File: src/rtl/mem_arbiter_if.sv
// Bundle between the two cache refill paths, the arbiter and main memory.
// master = arbiter side, slave = caches/memory side.
interface mem_arbiter_if #(
    parameter int ADDR_W = 32,
    parameter int LINE_W = 128
);
    logic              ic_req_rd;
    logic [ADDR_W-1:0] ic_addr;
    logic              ic_done;
    logic [LINE_W-1:0] ic_rdata;
    logic              dc_req_rd;
    logic              dc_req_wr;
    logic [ADDR_W-1:0] dc_addr;
    logic [LINE_W-1:0] dc_wdata;
    logic              dc_done;
    logic [LINE_W-1:0] dc_rdata;
    logic              mem_rd;
    logic              mem_wr;
    logic [ADDR_W-1:0] mem_addr;
    logic [LINE_W-1:0] mem_wdata;
    logic [LINE_W-1:0] mem_rdata;
    logic              busy;
    logic              owner;

    modport master (
        input  ic_req_rd, ic_addr, dc_req_rd, dc_req_wr, dc_addr, dc_wdata, mem_rdata,
        output ic_done, ic_rdata, dc_done, dc_rdata, mem_rd, mem_wr, mem_addr, mem_wdata,
               busy, owner
    );

    modport slave (
        output ic_req_rd, ic_addr, dc_req_rd, dc_req_wr, dc_addr, dc_wdata, mem_rdata,
        input  ic_done, ic_rdata, dc_done, dc_rdata, mem_rd, mem_wr, mem_addr, mem_wdata,
               busy, owner
    );
endinterface

File: src/rtl/mem_arbiter.sv
// Round-robin arbiter sharing one fixed-latency memory port between I-cache and D-cache.
// All outputs are registered; one transaction in flight at a time.
module mem_arbiter #(
    parameter int MEM_LAT = 4,
    parameter int ADDR_W  = 32,
    parameter int LINE_W  = 128
) (
    input  logic          clk,
    input  logic          rst,
    mem_arbiter_if.master bus
);
    typedef enum logic [1:0] {IDLE, ISSUE, WAIT, DONE} state_t;

    state_t            state_q, state_d;
    logic [3:0]        cnt_q, cnt_d;
    logic              last_q, last_d;
    logic              owner_q, owner_d;
    logic              wr_q, wr_d;
    logic [ADDR_W-1:0] addr_q, addr_d;
    logic [LINE_W-1:0] wdata_q, wdata_d;
    logic [LINE_W-1:0] ic_rdata_q, ic_rdata_d;
    logic [LINE_W-1:0] dc_rdata_q, dc_rdata_d;
    logic              mem_rd_q, mem_rd_d;
    logic              mem_wr_q, mem_wr_d;
    logic              ic_done_q, ic_done_d;
    logic              dc_done_q, dc_done_d;
    logic              busy_q, busy_d;

    logic ic_req, dc_req, pick_dc;

    always_comb begin
        state_d    = state_q;
        cnt_d      = cnt_q;
        last_d     = last_q;
        owner_d    = owner_q;
        wr_d       = wr_q;
        addr_d     = addr_q;
        wdata_d    = wdata_q;
        ic_rdata_d = ic_rdata_q;
        dc_rdata_d = dc_rdata_q;
        mem_rd_d   = 1'b0;
        mem_wr_d   = 1'b0;
        ic_done_d  = 1'b0;
        dc_done_d  = 1'b0;
        ic_req     = bus.ic_req_rd;
        dc_req     = bus.dc_req_rd | bus.dc_req_wr;
        // On a tie the requester not served last wins
        pick_dc    = dc_req & (~ic_req | ~last_q);

        unique case (state_q)
            IDLE: begin
                if (ic_req || dc_req) begin
                    owner_d  = pick_dc;
                    last_d   = pick_dc;
                    wr_d     = pick_dc & bus.dc_req_wr;
                    addr_d   = pick_dc ? bus.dc_addr : bus.ic_addr;
                    if (pick_dc) wdata_d = bus.dc_wdata;
                    mem_rd_d = ~(pick_dc & bus.dc_req_wr);
                    mem_wr_d = pick_dc & bus.dc_req_wr;
                    state_d  = ISSUE;
                end
            end
            ISSUE: begin
                cnt_d   = 4'(MEM_LAT);
                state_d = WAIT;
            end
            WAIT: begin
                cnt_d = cnt_q - 4'd1;
                if (cnt_q == 4'd1) begin
                    if (!wr_q) begin
                        if (owner_q) dc_rdata_d = bus.mem_rdata;
                        else         ic_rdata_d = bus.mem_rdata;
                    end
                    ic_done_d = ~owner_q;
                    dc_done_d = owner_q;
                    state_d   = DONE;
                end
            end
            DONE:    state_d = IDLE;
            default: state_d = IDLE;
        endcase

        busy_d = (state_d != IDLE);
    end

    always_ff @(posedge clk or negedge rst) begin
        if (!rst) begin
            state_q    <= IDLE;
            cnt_q      <= '0;
            last_q     <= 1'b0;
            owner_q    <= 1'b0;
            wr_q       <= 1'b0;
            addr_q     <= '0;
            wdata_q    <= '0;
            ic_rdata_q <= '0;
            dc_rdata_q <= '0;
            mem_rd_q   <= 1'b0;
            mem_wr_q   <= 1'b0;
            ic_done_q  <= 1'b0;
            dc_done_q  <= 1'b0;
            busy_q     <= 1'b0;
        end else begin
            state_q    <= state_d;
            cnt_q      <= cnt_d;
            last_q     <= last_d;
            owner_q    <= owner_d;
            wr_q       <= wr_d;
            addr_q     <= addr_d;
            wdata_q    <= wdata_d;
            ic_rdata_q <= ic_rdata_d;
            dc_rdata_q <= dc_rdata_d;
            mem_rd_q   <= mem_rd_d;
            mem_wr_q   <= mem_wr_d;
            ic_done_q  <= ic_done_d;
            dc_done_q  <= dc_done_d;
            busy_q     <= busy_d;
        end
    end

    assign bus.ic_done   = ic_done_q;
    assign bus.ic_rdata  = ic_rdata_q;
    assign bus.dc_done   = dc_done_q;
    assign bus.dc_rdata  = dc_rdata_q;
    assign bus.mem_rd    = mem_rd_q;
    assign bus.mem_wr    = mem_wr_q;
    assign bus.mem_addr  = addr_q;
    assign bus.mem_wdata = wdata_q;
    assign bus.busy      = busy_q;
    assign bus.owner     = owner_q;
endmodule

File: src/flat_wrapper.sv
// flat-port wrapper written by rule: the top's interface ports become plain ports
module mem_arbiter_flat 
#(
    parameter int MEM_LAT = 4,
    parameter int ADDR_W  = 32,
    parameter int LINE_W  = 128
)
  (clk, rst, bus_ic_req_rd, bus_ic_addr, bus_dc_req_rd, bus_dc_req_wr, bus_dc_addr, bus_dc_wdata, bus_mem_rdata, bus_ic_done, bus_ic_rdata, bus_dc_done, bus_dc_rdata, bus_mem_rd, bus_mem_wr, bus_mem_addr, bus_mem_wdata, bus_busy, bus_owner);
  mem_arbiter_if #(.ADDR_W(ADDR_W), .LINE_W(LINE_W)) bus_i ();
  input  logic clk;
  input  logic rst;
  input wire logic [$bits(bus_i.ic_req_rd)-1:0] bus_ic_req_rd;
  input wire logic [$bits(bus_i.ic_addr)-1:0] bus_ic_addr;
  input wire logic [$bits(bus_i.dc_req_rd)-1:0] bus_dc_req_rd;
  input wire logic [$bits(bus_i.dc_req_wr)-1:0] bus_dc_req_wr;
  input wire logic [$bits(bus_i.dc_addr)-1:0] bus_dc_addr;
  input wire logic [$bits(bus_i.dc_wdata)-1:0] bus_dc_wdata;
  input wire logic [$bits(bus_i.mem_rdata)-1:0] bus_mem_rdata;
  output wire logic [$bits(bus_i.ic_done)-1:0] bus_ic_done;
  output wire logic [$bits(bus_i.ic_rdata)-1:0] bus_ic_rdata;
  output wire logic [$bits(bus_i.dc_done)-1:0] bus_dc_done;
  output wire logic [$bits(bus_i.dc_rdata)-1:0] bus_dc_rdata;
  output wire logic [$bits(bus_i.mem_rd)-1:0] bus_mem_rd;
  output wire logic [$bits(bus_i.mem_wr)-1:0] bus_mem_wr;
  output wire logic [$bits(bus_i.mem_addr)-1:0] bus_mem_addr;
  output wire logic [$bits(bus_i.mem_wdata)-1:0] bus_mem_wdata;
  output wire logic [$bits(bus_i.busy)-1:0] bus_busy;
  output wire logic [$bits(bus_i.owner)-1:0] bus_owner;
  assign bus_i.ic_req_rd = bus_ic_req_rd;
  assign bus_i.ic_addr = bus_ic_addr;
  assign bus_i.dc_req_rd = bus_dc_req_rd;
  assign bus_i.dc_req_wr = bus_dc_req_wr;
  assign bus_i.dc_addr = bus_dc_addr;
  assign bus_i.dc_wdata = bus_dc_wdata;
  assign bus_i.mem_rdata = bus_mem_rdata;
  assign bus_ic_done = bus_i.ic_done;
  assign bus_ic_rdata = bus_i.ic_rdata;
  assign bus_dc_done = bus_i.dc_done;
  assign bus_dc_rdata = bus_i.dc_rdata;
  assign bus_mem_rd = bus_i.mem_rd;
  assign bus_mem_wr = bus_i.mem_wr;
  assign bus_mem_addr = bus_i.mem_addr;
  assign bus_mem_wdata = bus_i.mem_wdata;
  assign bus_busy = bus_i.busy;
  assign bus_owner = bus_i.owner;
  mem_arbiter #(.MEM_LAT(MEM_LAT), .ADDR_W(ADDR_W), .LINE_W(LINE_W)) u_core (.clk(clk), .rst(rst), .bus(bus_i));
endmodule
File: config.mk
export PLATFORM = sky130hd
export DESIGN_NAME = mem_arbiter_flat
export DESIGN_NICKNAME = d
export VERILOG_FILES = /design/src/rtl/mem_arbiter_if.sv /design/src/rtl/mem_arbiter.sv /design/src/flat_wrapper.sv
export SDC_FILE = /design/constraint.sdc
export NUM_CORES = 1
export LEC_CHECK = 0
export ABC_CLOCK_PERIOD_IN_PS = 1900
export CORE_AREA = 2 2 291 293
export CTS_CLUSTER_SIZE = 12
export DETAILED_ROUTE_END_ITERATION = 16
export DIE_AREA = 0 0 293 295
export HOLD_SLACK_MARGIN = 0.08
export SLEW_MARGIN = 20
export SYNTH_ARGS = -nofsm -noshare
export SYNTH_HDL_FRONTEND = slang
export SYNTH_SLANG_ARGS = --single-unit
File: constraint.sdc
create_clock -name clk -period 1.9 [get_ports clk]
set_input_delay 0.38 -clock clk [delete_from_list [all_inputs] [get_ports clk]]
set_output_delay 0.38 -clock clk [all_outputs]
set_load 0.05 [all_outputs]
==> results of run 1 <==
## cell type report
class / instances / area, µm² / share of cell area [%]
inverters: 5 / 18.77 / 0.06916
multi-input cells: 514 / 5595 / 20.62
flip-flops and latches: 429 / 10740 / 39.56
clock inverters: 15 / 90.09 / 0.3320
well taps: 1080 / 1351 / 4.979
diodes: 1 / 2.502 / 0.009221
clock buffers: 72 / 1423 / 5.242
repair buffers: 843 / 7921 / 29.19
## placed cells by master (no fill, tap or decap), types with 2 or more instances in the layout
cell type          n
a21oi_1            2
buf_12            29
buf_4            320
buf_6              2
buf_8              4
clkbuf_1          12
clkbuf_16         57
clkbuf_8          11
clkdlybuf4s15_1   22
clkdlybuf4s50_1  323
clkinv_2          10
clkinvlp_4         3
dfrtp_1          428
dlygate4sd2_1    133
ha_1               2
ha_4               2
inv_1              3
inv_2              2
inv_6              2
mux2_2           292
mux2_4            92
mux2i_1           33
nand2_1           35
nand3_1            2
nand3b_1           2
nor2_1             2
o211ai_1           2
o21ai_0           36
## final timing paths
kind,slack [ns],endpoint
max reg2reg,0.01,u_core.bus.ic_rdata[89]$_DFFE_PN0P_
max in group asynchronous,0.85,u_core.bus.dc_rdata[27]$_DFFE_PN0P_
min in group clk,0.42,u_core.bus.mem_wdata[110]$_DFFE_PN0P_
min reg2reg,0.48,u_core.bus.mem_addr[11]$_DFFE_PN0P_
min,0.27,u_core.bus.dc_rdata[37]$_DFFE_PN0P_
max,0.01,u_core.bus.ic_rdata[89]$_DFFE_PN0P_
## cells by family after synthesis
kind of cell / after synthesis / share of synthesized area (%)
AOI/OAI and AO/OA: 44 / 1.489
adders and majority gates: 4 / 0.3055
buffers and inverters: 59 / 2.872
DFF: 429 / 65.53
muxes: 417 / 28.41
and+or+nand+nor: 49 / 1.390
## power by group
part           internal (mW)  switching (mW)
combinational           10.2            20.6
sequential              13.5            2.54
clock                   5.16            3.75
## cell usage after synthesis
cell type and n:
buf_6 23, buf_2 9, nand3_1 2, mux2_2 384, nor2_1 2, and4bb_1 1, dfrtp_1 429, and2_1 1
inv_1 5, ha_1 4, buf_4 17, o211ai_1 2, nand2b_1 1, nor3_1 1, nand4bb_1 1, o31ai_1 1
or2_2 1, clkbuf_2 1, clkbuf_1 4, nand2_1 35, and3_1 1, o21ai_0 36, nor3_2 1, o2bb2ai_1 1
mux2i_1 33, a21oi_1 2, o2bb2ai_2 1, a21o_1 1, nand3b_1 2
## per-stage QoR
step | std cells | power, mW
2_1_floorplan | 1002 | 36.14
3_3_place_gp | 2852 | 47.19
3_5_place_dp | 2852 | 47.70
4_1_cts | 2949 | 55.91
5_1_grt | 2958 | 58.22
6_report | 2959 | 55.83
## routing by layer
metal	part of all wire (%)	vias up
met3	7.1	94
met1	37	5761
met2	52	463
li1	-	5214
met5	0.023	-
met4	3.1	2
## what timing repair did
action | 4_1_cts | 5_1_grt
buffers inserted | 8 | 3
pin swaps | 2 | 1
cloned | 1 | 8
hold buffers | 1 | 0
gates resized for setup | 195 | 94
endpoints found under the hold margin | 166 | 0
endpoints found under the setup margin | 382 | 387
## flip-flops by register name, indices dropped and copies added, names as in the netlist, 2 cells and up
signal                flops
u_core.bus.ic_rdata     128
u_core.state_q            2
u_core.bus.dc_rdata     128
u_core.bus.mem_addr      32
u_core.cnt_q              4
u_core.bus.mem_wdata    128
## critical path: stages (launching register included)
cell and delay (ns):
dfrtp_1 0.39, inv_2 0.08, ha_4 0.15, nand4bb_4 0.13, nor3_4 0.24, buf_12 0.21, buf_12 0.19, mux2_2 0.35
==> results by group, run 1 <==
Placed design
  • Routability Congestion: 0.7907
  • DP Worst Slack: -0.1556 ns
  • Hpwl dp: 42340 µm
  • Placed Instance Area: 25040 µm²
  • Port-buffer cells: 746

Clock tree
  • CTS Root Cell: clkbuf_16
  • CTS Sinks: 429
  • Clk_lat worst skew: 0.57 ns
  • Clock Tree Buf Depth: 3
  • CTS tree: yes
  • Cts bufs inserted: 49
  • Worst-path clk slew: 0.06 ns
  • H-tree depth: 2

Drt
  • Drt first-iter violations: 369
  • Remaining antenna violation count: 0
  • Avg WL per Cell: 18.85 µm
  • Vias: 11530
  • DRT Pass-1 Iters: 4
  • Vias/cell: 3.898
  • Routed WL: 55770 µm
  • DR DRC count: 0

Yosys
  • Synthesized cell area: 16380 µm²
  • Top cell type's share of synthesized area: 65.53%
  • Synth area leaders: dfrtp_1 66%, mux2_2 26%, mux2i_1 2.0%
  • Synth warn: 0
  • Post-synth top area cell: dfrtp_1
  • Syn Area/Cell: 16.35 µm²
  • Yosys cell types: 29
  • Flop and latch count out of synthesis: 429
  • Net count after synthesis: 1331
  • Post-Synthesis Cells: 1002
  • Sequential area share after synthesis: 65.53%

Setup path
  • Worst r2r src: u_core.state_q[0]$_DFF_PN0_
  • Cells on worst reg2reg path: 7
  • CP Class: reg -> reg
  • Crit path required time: 2.34 ns
  • CP arrival: 2.33 ns
  • Worst Setup End Kind: flip-flop
  • Worst Setup SP: u_core.state_q[0]$_DFF_PN0_
  • Startpoint Class: flip-flop
  • Worst-path fanout max: 16

Layout
  • Layout cell share with drive strength beyond 1: 44.36%
  • # nets final: 2171
  • Area Growth Syn to Fin: 65.66%
  • Filler Cell Count: 8220
  • Final Core Density: 32.64%
  • Fin area: 27140 µm²

STA
  • Hold slack: 0.2694 ns
  • Hold Vio Cnt, Final: 0
  • F_max: 529.2 MHz
  • Final setup margin: 0.01036 ns
  • Final setup viols: 0
  • Max-slew headroom: 64.47%
  • Max-slew violation count: 0
  • Final worst path period share: 99.45%
  • Final worst path period need: 1.890 ns
  • Clk_skew: 0.01940 ns
  • Setup TNS Final: 0 ns
  • Least-Margin Pin Slew: 0.5351 ns
  • RSZ-0062 raised after global routing: yes

Floorplan
  • Die X: 293 µm
  • I/O Pins: 747
  • Num rows: 106
  • Initial Utilization: 19.70%
  • Die Area: 86440 µm²
  • CORE AREA: 83160 µm²
  • Die H: 295 µm

Global route
  • Number of global-route vias before repair: 12780
  • Global-route wire length before repair: 79960 µm
  • Met2 GRT Util: 22.07%
  • Routing usage on met1: 13.10%
  • Top Usage Layer GRT: met2
  • Remaining global-route overflow: 0
  • Total track usage: 11.98%
  • GRT met3 Usage: 3.541%
  • Initial antenna violation count: 2
  • Largest net degree at the start of global routing: 82

Run status
  • Status: complete, no violations

Power and ir drop
  • Leakage Power: 12.23 nW
  • P per Cell Area: 2057 nW/µm²
  • Maximum VDD drop: 1.238 mV

Worst hold path
  • HP Class: in -> async

Run
  • Max Cap Viol: 0
Note: power is estimated with default switching activity, not from simulation.
==> inputs of run 2 (changes only) <==
- CORE_AREA: 2 2 291 293 -> 4 4 285 287
- DIE_AREA: 0 0 293 295 -> 0 0 289 291
- SETUP_SLACK_MARGIN: default -> 0.15
==> results by group, run 2 (same netlist as run 1, synthesis figures left out) <==
Power and ir drop
  • Seq pwr share: 27.5%
  • Net Sw Frac: 46.92%
  • Cell Int Power: 31.40 mW
  • Logic pwr share: 56.6%
  • Maximum VDD drop: 1.448 mV
  • Leakage Power: 13.00 nW
  • Clock power frac: 15.9%
  • NetSw: 27.76 mW
  • P per Cell Area: 2070 nW/µm²

Floorplan
  • Num rows: 103
  • Die H: 291 µm
  • Initial Utilization: 20.84%
  • Die X: 289 µm
  • CORE AREA: 78610 µm²
  • Die Area: 84100 µm²
  • I/O Pins: 747

Drt
  • Drt first-iter violations: 313
  • Avg WL per Cell: 20.56 µm
  • Vias/cell: 4.011
  • Remaining antenna violation count: 0
  • Vias: 11870
  • Routed WL: 60820 µm
  • DR DRC count: 0
  • DRT Pass-1 Iters: 4

Setup path
  • Cell family with most CP delay: buffers and inverters
  • CP max-delay cell: dfrtp_1
  • Most common cell on crit path: buf_12
  • CP arrival: 2.37 ns
  • Crit path required time: 2.36 ns
  • Critical path cell sequence: inv_2 -> ha_4 -> nand4bb_4 -> nor3_4 -> buf_12 -> buf_16 -> buf_12 -> buf_12 -> mux2_4
  • CP bufs+invs: 5
  • Worst Setup End Kind: flip-flop
  • CP Class: reg -> reg
  • Worst-path fanout max: 7
  • CP max stage delay: 0.38 ns
  • Startpoint Class: flip-flop

Global route
  • Remaining global-route overflow: 0
  • Met2 GRT Util: 23.74%
  • Initial antenna violation count: 1
  • Number of global-route vias before repair: 13070
  • Top Usage Layer GRT: met2
  • Global-route wire length before repair: 82160 µm
  • Routing usage on met1: 13.39%
  • Largest net degree at the start of global routing: 69
  • GRT met3 Usage: 3.406%
  • Total track usage: 12.64%

Layout
  • Commonest non-fill, non-tap cell in the layout: dfrtp_1
  • Area Growth Syn to Fin: 74.41%
  • # nets final: 2200
  • Final Core Density: 36.35%
  • Fin area: 28570 µm²
  • Layout cell share with drive strength beyond 1: 53.51%
  • Filler Cell Count: 7502
  • Most frequent cells in the layout: 428 x dfrtp_1, 334 x buf_4, 323 x clkdlybuf4s50_1

Placed design
  • Routability Congestion: 0.8062
  • Placed Instance Area: 24860 µm²
  • Hpwl dp: 42630 µm
  • Port-buffer cells: 746

Clock tree
  • CTS Sinks: 429
  • Clk_lat worst skew: 0.58 ns
  • H-tree depth: 2
  • Cts bufs inserted: 50
  • CTS tree: yes
  • CTS Root Cell: clkbuf_16
  • Clock Tree Buf Depth: 3
  • Worst-path clk slew: 0.06 ns

STA
  • F_max: 524.3 MHz
  • Clk_skew: 0.01855 ns
  • Final worst path period share: 100.4%
  • Hold Vio Cnt, Final: 0
  • Max-slew violation count: 0
  • Final worst path period need: 1.907 ns
  • Max-slew headroom: 67.54%
  • Final setup viols: 3
  • Final setup margin: -0.007262 ns
  • Least-Margin Pin Slew: 0.4848 ns
  • RSZ-0062 raised after global routing: yes

Run status
  • Status: complete, but fails checks
  • Failing checks: setup timing

Run
  • Max Cap Viol: 0

Worst hold path
  • HP Class: in -> async
[run 2: worst register-to-register path, cell delays in order (launching register included)]
cell and delay, ns:
dfrtp_1 0.38, inv_2 0.08, ha_4 0.16, nand4bb_4 0.13, nor3_4 0.17, buf_12 0.16, buf_16 0.15, buf_12 0.14
buf_12 0.13, mux2_4 0.31
[run 2: area by class of cell]
| class | count | area, µm² | share of cell area, % |
|---|---|---|---|
| Antenna cell | 1 | 2.502 | 0.008758 |
| Multi-Input combinational cell | 514 | 6062 | 21.22 |
| Sequential cell | 429 | 10740 | 37.58 |
| Tap cell | 1050 | 1314 | 4.598 |
| Clock inverter | 19 | 175.2 | 0.6131 |
| Clock buffer | 70 | 1438 | 5.032 |
| Timing Repair Buffer | 871 | 8826 | 30.89 |
| Inverter | 5 | 18.77 | 0.06569 |
[run 2: worst paths after layout]
check	cells after the start	from	end	slack, ns
min	2	rst	u_core.bus.mem_wdata[41]$_DFFE_PN0P_	0.36
max	9	u_core.state_q[0]$_DFF_PN0_	u_core.bus.ic_rdata[104]$_DFFE_PN0P_	-0.007
max reg2reg	9	u_core.state_q[0]$_DFF_PN0_	u_core.bus.ic_rdata[104]$_DFFE_PN0P_	-0.007
min reg2reg	2	u_core.bus.mem_addr[14]$_DFFE_PN0P_	u_core.bus.mem_addr[14]$_DFFE_PN0P_	0.48
min in group clk	2	bus_dc_wdata[52]	u_core.bus.mem_wdata[52]$_DFFE_PN0P_	0.41
max in group asynchronous	3	rst	u_core.bus.ic_rdata[66]$_DFFE_PN0P_	0.81
[run 2: timing repair]
item / in CTS / in global routing
gates resized for setup: 503 / 187
cloned: 4 / 27
setup endpoints to repair: 464 / 434
hold endpoints to repair: 93 / 0
hold buffers: 1 / 0
pin swaps: 2 / 1
setup buffers: 7 / 11
[run 2: power by group through the flow]
stage	sequential (mW)	combinational, mW	clock, mW
after global placement	16.0	31.2	0
after global routing	16.8	34.7	10.1
after detailed placement	16.2	31.5	0
final	16.3	33.5	9.38
after floorplan	30.8	5.43	0
after CTS	16.2	31.6	9.73
[run 2: per-stage QoR]
| stage | total power, mW | hold WS, ns | instances | TNS, ns | setup slack (ns) |
|---|---|---|---|---|---|
| floorplan | 36.19 | 0.08441 | 1002 | 0 | 0.1504 |
| global placement | 47.21 | 0.3284 | 2819 | -30.28 | -0.2236 |
| detailed placement | 47.71 | 0.3348 | 2819 | -35.88 | -0.2242 |
| CTS | 57.53 | 0.3266 | 2920 | -0.3784 | -0.02317 |
| global route | 61.55 | 0.3465 | 2959 | -10.86 | -0.08270 |
| finish | 59.16 | 0.3642 | 2959 | -0.01457 | -0.007262 |
[run 2: metal layers]
metal	share of wire [%]	vias up	wire [µm]
li1	-	5295	-
met1	37	5987	22510
met2	52	487	31920
met3	7.2	99	4356
met4	3.3	0	2033
met5	0	-	0
